$ cat config.mk
export PLATFORM = sky130hd
export DESIGN_NAME = sb_alloc_ctrl
export DESIGN_NICKNAME = d
export VERILOG_FILES = /design/src/rtl/sb_alloc_ctrl_pkg.sv /design/src/rtl/sb_entry_fsm.sv /design/src/rtl/sb_alloc_ctrl.sv
export SDC_FILE = /design/constraint.sdc
export NUM_CORES = 1
export LEC_CHECK = 0
export ABC_AREA = 0
export CAP_MARGIN = 20
export CORE_ASPECT_RATIO = 1.5
export CORE_MARGIN = 5
export CORE_UTILIZATION = 38
export DETAILED_ROUTE_END_ITERATION = 12
export GPL_TIMING_DRIVEN = 0
export PLACE_DENSITY_LB_ADDON = 0.05
export SYNTH_ARGS = -nofsm -noshare
export SYNTH_HDL_FRONTEND = slang
export SYNTH_SLANG_ARGS = --single-unit
$ cat constraint.sdc
create_clock -name clk_i -period 2.6 [get_ports clk_i]
set_clock_uncertainty 0.1 [all_clocks]
set_input_delay 0.39 -clock clk_i [delete_from_list [all_inputs] [get_ports clk_i]]
set_output_delay 0.39 -clock clk_i [all_outputs]
set_load 0.005 [all_outputs]
$ cat src/rtl/sb_alloc_ctrl_pkg.sv
// Shared types and sizing for the scoreboard allocation controller.
// Functional-unit encoding, per-entry state encoding and the pointer-increment helper.
package sb_alloc_ctrl_pkg;

  localparam int NR_SB_ENTRIES = 4;
  localparam int TRANS_ID_BITS = 2;
  localparam int NR_WB_PORTS   = 3;

  typedef enum logic [3:0] {
    NONE      = 4'd0,
    LOAD      = 4'd1,
    STORE     = 4'd2,
    ALU       = 4'd3,
    CTRL_FLOW = 4'd4,
    MULT      = 4'd5,
    CSR       = 4'd6,
    FPU       = 4'd7
  } fu_t;

  typedef enum logic [1:0] {
    SB_FREE   = 2'd0,
    SB_ISSUED = 2'd1,
    SB_DONE   = 2'd2
  } sb_state_t;

  // Ring-pointer increment that wraps at nr_entries-1 rather than at 2**TRANS_ID_BITS-1.
  function automatic logic [TRANS_ID_BITS-1:0] ptr_inc(input logic [TRANS_ID_BITS-1:0] p,
                                                       input int nr_entries);
    return (p == TRANS_ID_BITS'(nr_entries - 1)) ? '0 : p + 1'b1;
  endfunction

endpackage

$ cat src/rtl/sb_entry_fsm.sv
// One scoreboard slot: FREE -> ISSUED -> DONE -> FREE lifecycle plus stored fu and exception flag.
// Flush beats everything; a commit beats a writeback, so a bypassed commit from ISSUED still frees the slot.
module sb_entry_fsm
  import sb_alloc_ctrl_pkg::*;
(
  input  logic      clk_i,
  input  logic      rst_ni,
  input  logic      flush_i,
  input  logic      alloc_i,
  input  fu_t       alloc_fu_i,
  input  logic      wb_i,
  input  logic      wb_ex_i,
  input  logic      commit_i,
  output sb_state_t state_o,
  output fu_t       fu_o,
  output logic      ex_o
);

  sb_state_t state_q, state_d;
  fu_t       fu_q, fu_d;
  logic      ex_q, ex_d;

  always_ff @(posedge clk_i or negedge rst_ni) begin
    if (!rst_ni) begin
      state_q <= SB_FREE;
      fu_q    <= NONE;
      ex_q    <= 1'b0;
    end else begin
      state_q <= state_d;
      fu_q    <= fu_d;
      ex_q    <= ex_d;
    end
  end

  always_comb begin
    state_d = state_q;
    fu_d    = fu_q;
    ex_d    = ex_q;
    if (flush_i) begin
      state_d = SB_FREE;
      fu_d    = NONE;
      ex_d    = 1'b0;
    end else begin
      case (state_q)
        SB_FREE: begin
          if (alloc_i) begin
            state_d = SB_ISSUED;
            fu_d    = alloc_fu_i;
            ex_d    = 1'b0;
          end
        end
        SB_ISSUED: begin
          if (commit_i) begin
            state_d = SB_FREE;
          end else if (wb_i) begin
            state_d = SB_DONE;
            ex_d    = ex_q | wb_ex_i;
          end
        end
        SB_DONE: begin
          if (commit_i) state_d = SB_FREE;
        end
        default: state_d = SB_FREE;
      endcase
    end
  end

  always_comb begin
    state_o = state_q;
    fu_o    = fu_q;
    ex_o    = ex_q;
  end

endmodule

$ cat src/rtl/sb_alloc_ctrl.sv
// Scoreboard transaction-ID allocator: in-order alloc at tail, out-of-order writeback, in-order commit at head.
// Define SB_ALLOC_WB_BYPASS_EN to let a writeback to an ISSUED head entry raise commit_valid_o in the same cycle.
module sb_alloc_ctrl
  import sb_alloc_ctrl_pkg::*;
#(
  parameter int NR_ENTRIES = NR_SB_ENTRIES,
  parameter int NR_WB      = NR_WB_PORTS
) (
  input  logic                              clk_i,
  input  logic                              rst_ni,
  input  logic                              flush_i,
  input  logic                              alloc_req_i,
  input  fu_t                               alloc_fu_i,
  output logic                              alloc_gnt_o,
  output logic [TRANS_ID_BITS-1:0]          alloc_id_o,
  input  logic [NR_WB-1:0]                  wb_valid_i,
  input  logic [NR_WB*TRANS_ID_BITS-1:0]    wb_id_i,
  input  logic [NR_WB-1:0]                  wb_ex_i,
  output logic                              commit_valid_o,
  output logic [TRANS_ID_BITS-1:0]          commit_id_o,
  output fu_t                               commit_fu_o,
  output logic                              commit_ex_o,
  input  logic                              commit_ack_i,
  output logic                              full_o,
  output logic                              empty_o,
  output logic [TRANS_ID_BITS:0]            cnt_o
);

  localparam int IW = TRANS_ID_BITS;

  logic [IW-1:0]         head_q, tail_q;
  logic [IW:0]           cnt_q;
  logic                  gnt, commit_fire;
  logic [NR_ENTRIES-1:0] wb_hit, wb_ex_hit, ent_alloc, ent_commit;
  sb_state_t             ent_state [NR_ENTRIES];
  fu_t                   ent_fu    [NR_ENTRIES];
  logic                  ent_ex    [NR_ENTRIES];

  // Registered count only: a same-cycle commit does not open a slot for allocation.
  assign full_o  = (cnt_q == (IW+1)'(NR_ENTRIES));
  assign empty_o = (cnt_q == '0);
  assign cnt_o   = cnt_q;

  assign gnt         = alloc_req_i & ~full_o & ~flush_i & rst_ni;
  assign alloc_gnt_o = gnt;
  assign alloc_id_o  = tail_q;
  assign commit_id_o = head_q;
  assign commit_fu_o = ent_fu[head_q];
  assign commit_fire = commit_valid_o & commit_ack_i;

  // Several ports may hit one entry; their exception bits are ORed.
  always_comb begin
    wb_hit    = '0;
    wb_ex_hit = '0;
    for (int i = 0; i < NR_ENTRIES; i++) begin
      for (int k = 0; k < NR_WB; k++) begin
        if (wb_valid_i[k] && (wb_id_i[k*IW +: IW] == IW'(i))) begin
          wb_hit[i]    = 1'b1;
          wb_ex_hit[i] = wb_ex_hit[i] | wb_ex_i[k];
        end
      end
    end
  end

`ifdef SB_ALLOC_WB_BYPASS_EN
  logic bypass;
  assign bypass         = wb_hit[head_q] & (ent_state[head_q] == SB_ISSUED);
  assign commit_valid_o = rst_ni & ~flush_i & ((ent_state[head_q] == SB_DONE) | bypass);
  assign commit_ex_o    = rst_ni & (bypass ? (wb_ex_hit[head_q] | ent_ex[head_q]) : ent_ex[head_q]);
`else
  assign commit_valid_o = rst_ni & ~flush_i & (ent_state[head_q] == SB_DONE);
  assign commit_ex_o    = ent_ex[head_q];
`endif

  always_comb begin
    ent_alloc  = '0;
    ent_commit = '0;
    for (int i = 0; i < NR_ENTRIES; i++) begin
      ent_alloc[i]  = gnt & (tail_q == IW'(i));
      ent_commit[i] = commit_fire & (head_q == IW'(i));
    end
  end

  for (genvar g = 0; g < NR_ENTRIES; g++) begin : g_entry
    sb_entry_fsm u_entry (
      .clk_i      (clk_i),
      .rst_ni     (rst_ni),
      .flush_i    (flush_i),
      .alloc_i    (ent_alloc[g]),
      .alloc_fu_i (alloc_fu_i),
      .wb_i       (wb_hit[g]),
      .wb_ex_i    (wb_ex_hit[g]),
      .commit_i   (ent_commit[g]),
      .state_o    (ent_state[g]),
      .fu_o       (ent_fu[g]),
      .ex_o       (ent_ex[g])
    );
  end

  always_ff @(posedge clk_i or negedge rst_ni) begin
    if (!rst_ni) begin
      head_q <= '0;
      tail_q <= '0;
      cnt_q  <= '0;
    end else if (flush_i) begin
      head_q <= '0;
      tail_q <= '0;
      cnt_q  <= '0;
    end else begin
      if (gnt)         tail_q <= ptr_inc(tail_q, NR_ENTRIES);
      if (commit_fire) head_q <= ptr_inc(head_q, NR_ENTRIES);
      case ({gnt, commit_fire})
        2'b10:   cnt_q <= cnt_q + 1'b1;
        2'b01:   cnt_q <= cnt_q - 1'b1;
        default: cnt_q <= cnt_q;
      endcase
    end
  end

endmodule

-- Word-level counts from Yosys, hierarchy flattened
Index checks and enable logic that the tools add are counted.
- logic and storage cells: 242
- output and inout bits: 16
- input bits: 21
- flip-flop bits (word level): 35
- order comparisons: 1
- equal/unequal tests: 47
- muxes and demuxes: 97
- $add $sub $neg: 4
- reductions and logical operators: 49
- bitwise logic cells: 29
- operator list (kind ; count):
    $mux 2 ; 28
    $mux 4 ; 14
    $mux 1 ; 42
    $ne 3x2->1 const B ; 12
    $eq 2x2->1 const B ; 16
    $pmux 2 s3 ; 4
    $eq 2x1->1 const B ; 10
    $reduce_bool 2->1 ; 10
    $logic_not 2->1 ; 9
    $ne 4x2->1 const B ; 4
    $reduce_and 4->1 ; 4
    $reduce_bool 3->1 ; 5
    $and 1x1->1 ; 14
    $logic_and 1x1->1 ; 12
    $ne 3x3->1 const B ; 4
    $or 1x1->1 ; 12
    $reduce_and 3->1 ; 4
    $bmux 4 s2 ; 1
    $pmux 1 s2 ; 4
    $reduce_and 2->1 ; 4
    $pmux 3 s2 ; 1
    $add 2x1->2 const B ; 2
    $bmux 2 s2 ; 1
    $add 3x1->3 const B ; 1
    other kinds (8) ; 9

-- Longest topological paths before layout
- depth in word-level cells: 12
- mapped depth: 10
- mapped depth without buffers: 8

-- Hierarchy
A second synthesis with hierarchy kept.
- cells, all modules: 215
- area total of the unflattened synthesis: 2240.9 um^2
- by module, submodules not included (module ; times used ; cells each ; area each (um^2)):
    sb_entry_fsm ; 4 ; 25 ; 307.8
    sb_alloc_ctrl ; 1 ; 115 ; 1009.7

-- Worst setup path before layout
No wires, ideal clock.
- path kind: register -> register
- start point: register head_q[1], in the netlist commit_id_o[1]
- end point: register cnt_q[1], in the netlist cnt_o[1]
- slack: -0.100 ns
- arrival: 2.472 ns
- library setup time: 0.127 ns
- required time: 2.373 ns
- cell stages (with the launch flop): 11
- buffers on the path: 2
- cells stage by stage: dfrtp_1 -> buf_4 -> inv_2 -> mux4_2 -> or2_1 -> buf_2 -> nor2_1 -> fa_1 -> nand3_1 -> a21oi_1 -> or2_2
- longest elaborated chain between the ends: 10
- ends and longest elaborated chain (element ; RTL line ; RTL):
    start, declared ; sb_alloc_ctrl.sv:31 ; logic [IW-1:0] head_q, tail_q;
    start signal, assigned ; sb_alloc_ctrl.sv:111 ; if (commit_fire) head_q <= ptr_inc(head_q, NR_ENTRIES);
    $not 2->3 (not written as such) (*) ; sb_alloc_ctrl.sv:71 ; assign commit_valid_o = rst_ni & ~flush_i & (ent_state[head_q] == SB_DONE);
    $bmux 2 s2 (*) ; sb_alloc_ctrl.sv:71 ;
    $mux 2 (not written as such) (*) (2 in a row) ; sb_alloc_ctrl.sv:71 ;
    $eq 2x2->1 (*) ; sb_alloc_ctrl.sv:71 ;
    $and 1x1->1 (*) ; sb_alloc_ctrl.sv:71 ;
    $and 1x1->1 (*) ; sb_alloc_ctrl.sv:49 ; assign commit_fire = commit_valid_o & commit_ack_i;
    $eq 2x1->1 or $eq 2x2->1 (tied branches) ; sb_alloc_ctrl.sv:112 ; case ({gnt, commit_fire})
    $pmux 3 s2 ; sb_alloc_ctrl.sv:112 ;
    $mux 3 ; sb_alloc_ctrl.sv:105 ; end else if (flush_i) begin
    end signal, assigned ; sb_alloc_ctrl.sv:113 ; 2'b10: cnt_q <= cnt_q + 1'b1;
    end signal, assigned ; sb_alloc_ctrl.sv:114 ; 2'b01: cnt_q <= cnt_q - 1'b1;
    end signal, assigned ; sb_alloc_ctrl.sv:115 ; default: cnt_q <= cnt_q;
    end, declared ; sb_alloc_ctrl.sv:32 ; logic [IW:0] cnt_q;
Every way passes the cells marked *; elsewhere a longest branch is shown, timed or not. The select of a mux whose other input is x is not followed.
A chain may end at the register's enable or synchronous reset.

-- Worst setup path after layout
- start point: register g_entry[2].u_entry.state_q[0]
- end point: register cnt_q[1], in the netlist cnt_o[1]
- longest elaborated chain between the ends: 9
- ends and longest elaborated chain (element ; RTL line ; RTL):
    start, declared ; sb_entry_fsm.sv:19 ; sb_state_t state_q, state_d;
    start signal, assigned ; sb_entry_fsm.sv:29 ; state_q <= state_d;
    $bmux 2 s2 (*) ; sb_alloc_ctrl.sv:71 ;
    $mux 2 (not written as such) (*) (2 in a row) ; sb_alloc_ctrl.sv:71 ;
    $eq 2x2->1 (*) ; sb_alloc_ctrl.sv:71 ;
    $and 1x1->1 (*) ; sb_alloc_ctrl.sv:71 ;
    $and 1x1->1 (*) ; sb_alloc_ctrl.sv:49 ;
    $eq 2x1->1 or $eq 2x2->1 (tied branches) ; sb_alloc_ctrl.sv:112 ;
    $pmux 3 s2 ; sb_alloc_ctrl.sv:112 ;
    $mux 3 ; sb_alloc_ctrl.sv:105 ;
Marks and branches as above.

==> results.json <==
{
  "period_needed_ps": 2530,
  "grt_pass1_vias": 2003,
  "ir_worst_vdd_uv": 344,
  "period_share_pct": 97.1,
  "nNetsFinal": 306,
  "synth_area_um2": 2230,
  "fp.dieH_um": 104,
  "wire_per_inst_um": 17.8,
  "gp_congestion": 0.770,
  "cts_buffer_depth": 2,
  "synth_most_common_cell": "dfrtp_1",
  "clockRootBuffer": "clkbuf_8",
  "run_status": "completed",
  "first_pass_iters": 4,
  "crit_arrival_ps": 2600,
  "die_x_um": 72.5,
  "initial_utilization_pct": 38.8,
  "totalPowerFinal_mw": 1.21,
  "yosys-top-cells-area": "dfrtp_1, mux2i_1, mux4_2, ha_1, nor2_1",
  "dieArea_um2": 7520,
  "critPathCaptureType": "flip-flop",
  "synth_edf_count": 0,
  "vias": 1907,
  "slew_violations": 0,
  "fmax_mhz": 396,
  "hold_class": "flip-flop to flip-flop",
  "synthTopCellsByCount": "dfrtp_1, nor2_1, mux2i_1, nand2_1, inv_1",
  "drc": 0,
  "viasPerCell": 5.46,
  "clkTransAtPathRegs_ps": 70,
  "yosys.area.top_type": "dfrtp_1",
  "io_pins": 37,
  "drt-met1-wl_um": 2550,
  "finalCoreUtilization_pct": 51.7,
  "finalSetupViolCount": 0,
  "fillers": 541,
  "wl_met3_um": 218,
  "cts_tree": "built",
  "grt_pass1_wl_um": 10200,
  "p_per_area_nw_per_um2": 409,
  "synth_top_area_share_pct": 39.3,
  "ant_nets": 0,
  "core_um2": 5740,
  "antennaDiodeCount": 0,
  "synth_ff_type": "dfrtp_1",
  "avgSynthCellArea_um2": 10.1,
  "async_reset_ff_share_pct": 100,
  "dp.final_hpwl_um": 4580,
  "wirelength_um": 6200,
  "clk_latency_ps": 290,
  "grt_overflow": 0,
  "htreeDepth": 2,
  "area.growth.synth_to_final_pct": 33.3,
  "seq_area_frac_synth_pct": 39.3,
  "antenna_found_initial": 0,
  "layout-drive-gt1-share_pct": 18.1,
  "worst_pin_slew_ps": 1010,
  "synth.distinct_cells": 48,
  "routed.top_layer": "met4",
  "grt_start_max_net_pins": 19,
  "cts.sinks": 35,
  "rows": 34,
  "yosys_warnings": 0,
  "p_leak_nw": 1.22,
  "ys_seq_elements": 35,
  "portBuffers": 36,
  "drt-initial-drc-count": 93,
  "critPathRequiredTime_ps": 2680,
  "grt_use_total_pct": 17.4,
  "critPathMaxFanout": 4,
  "numCtsBuffers": 5,
  "setup.worst_path.class": "flip-flop to flip-flop",
  "synthCells": 221,
  "met2_length_um": 3250,
  "synth_nets": 251,
  "worstSetupStartpointType": "flip-flop",
  "hold_viol": 0,
  "hold_ws_ps": 402,
  "slew_headroom_pct": 32.4,
  "maxCapViolations": 0
}
[path summary, 6_finish.rpt]
path | startpoint | slack (ps) | depth (start not counted) | end
setup / recovery | g_entry[2].u_entry.state_o[0] | 70 | 8 | cnt_o[1]
hold / removal | g_entry[1].u_entry.ex_o | 400 | 1 | g_entry[1].u_entry.ex_o
setup reg to reg | g_entry[2].u_entry.state_o[0] | 70 | 8 | cnt_o[1]
hold reg to reg | g_entry[1].u_entry.ex_o | 400 | 1 | g_entry[1].u_entry.ex_o
max in group asynchronous | rst_ni | 1110 | 3 | cnt_o[0]
min in group asynchronous | rst_ni | 650 | 2 | g_entry[1].u_entry.state_o[1]
[sequential cells by signal (all words and copies together), names as in the netlist]
register,count
g_entry.u_entry.fu_o,16
g_entry.u_entry.state_o,8
commit_id_o,2
g_entry.u_entry.ex_o,4
alloc_id_o,2
cnt_o,3
[power by group]
group	leakage (nW)	internal [mW]	total (mW)	switching, mW
sequential	0.480	0.558	0.571	0.0131
clock	0.0515	0.242	0.434	0.192
combinational	0.684	0.104	0.208	0.104
total	1.22	0.904	1.21	0.309
[cell type report]
type,instances,area (µm²),share of cell area (%)
buffer,7,38.8,1.31
timing repair buffer,50,490,16.5
inverter,10,40.0,1.35
clock buffer,8,100,3.37
sequential,35,880,29.6
multi-input combinational,167,1330,44.8
tap,72,90.1,3.04
[logic make-up (layout without fill, tap and decap cells)]
logic type | Yosys count | in the layout | share of synthesized area (%)
AOI/OAI and AO/OA | 37 | 37 | 12.1
DFF | 35 | 35 | 39.3
and+or+nand+nor | 98 | 98 | 25.9
xor gates and xnor gates | 1 | 1 | 0.393
buffers and inverters | 19 | 75 | 3.60
muxes | 22 | 22 | 13.3
adders and majority gates | 9 | 9 | 5.39
[per-stage QoR]
step           instances  instance area [µm²]  setup TNS (ps)  worst slack [ps]
6_report             349                 2970               0              74.9
4_1_cts              348                 2940               0              16.1
3_3_place_gp         329                 2700          -53380             -1790
3_5_place_dp         330                 2720           -8970              -563
2_1_floorplan        221                 2250               0              8.15
5_1_grt              349                 2970          -0.639            -0.639
[worst max-delay path, stage by stage, from the launching register on]
cell      delay [ps]
dfrtp_1          410
nand2b_4         160
mux4_2           510
or2_4            270
nor2_4           110
fa_1             450
nand3_1          110
a21oi_2           60
or2_4            240
[what timing repair did]
item | 4_1_cts | 5_1_grt
setup buffers | 8 | 3
setup endpoints to repair | 18 | 2
gates resized for setup | 10 | 11
hold buffers | 2 | 0
hold endpoints to repair | 18 | 0
pin swaps | 4 | 4
[cell usage in the layout, fill, tap and decap left out, types with 6 or more instances in the layout]
cell type / n
inv_1: 8
nor3_1: 6
buf_4: 12
mux2i_1: 16
nand4_1: 6
nand2_1: 14
nand4b_1: 6
clkbuf_8: 7
clkdlybuf4s50_1: 34
dfrtp_1: 32
ha_1: 8
nand3b_1: 6
nor2_1: 22
mux4_2: 6
[metal layers]
| layer | vias up | global-route usage [%] |
|---|---|---|
| met4 | 0 | 6.73 |
| met1 | 913 | 21.1 |
| met5 | - | 0 |
| met3 | 15 | 3.00 |
| met2 | 49 | 30.1 |
| li1 | 930 | - |
Power figures use the tool's default switching activity.
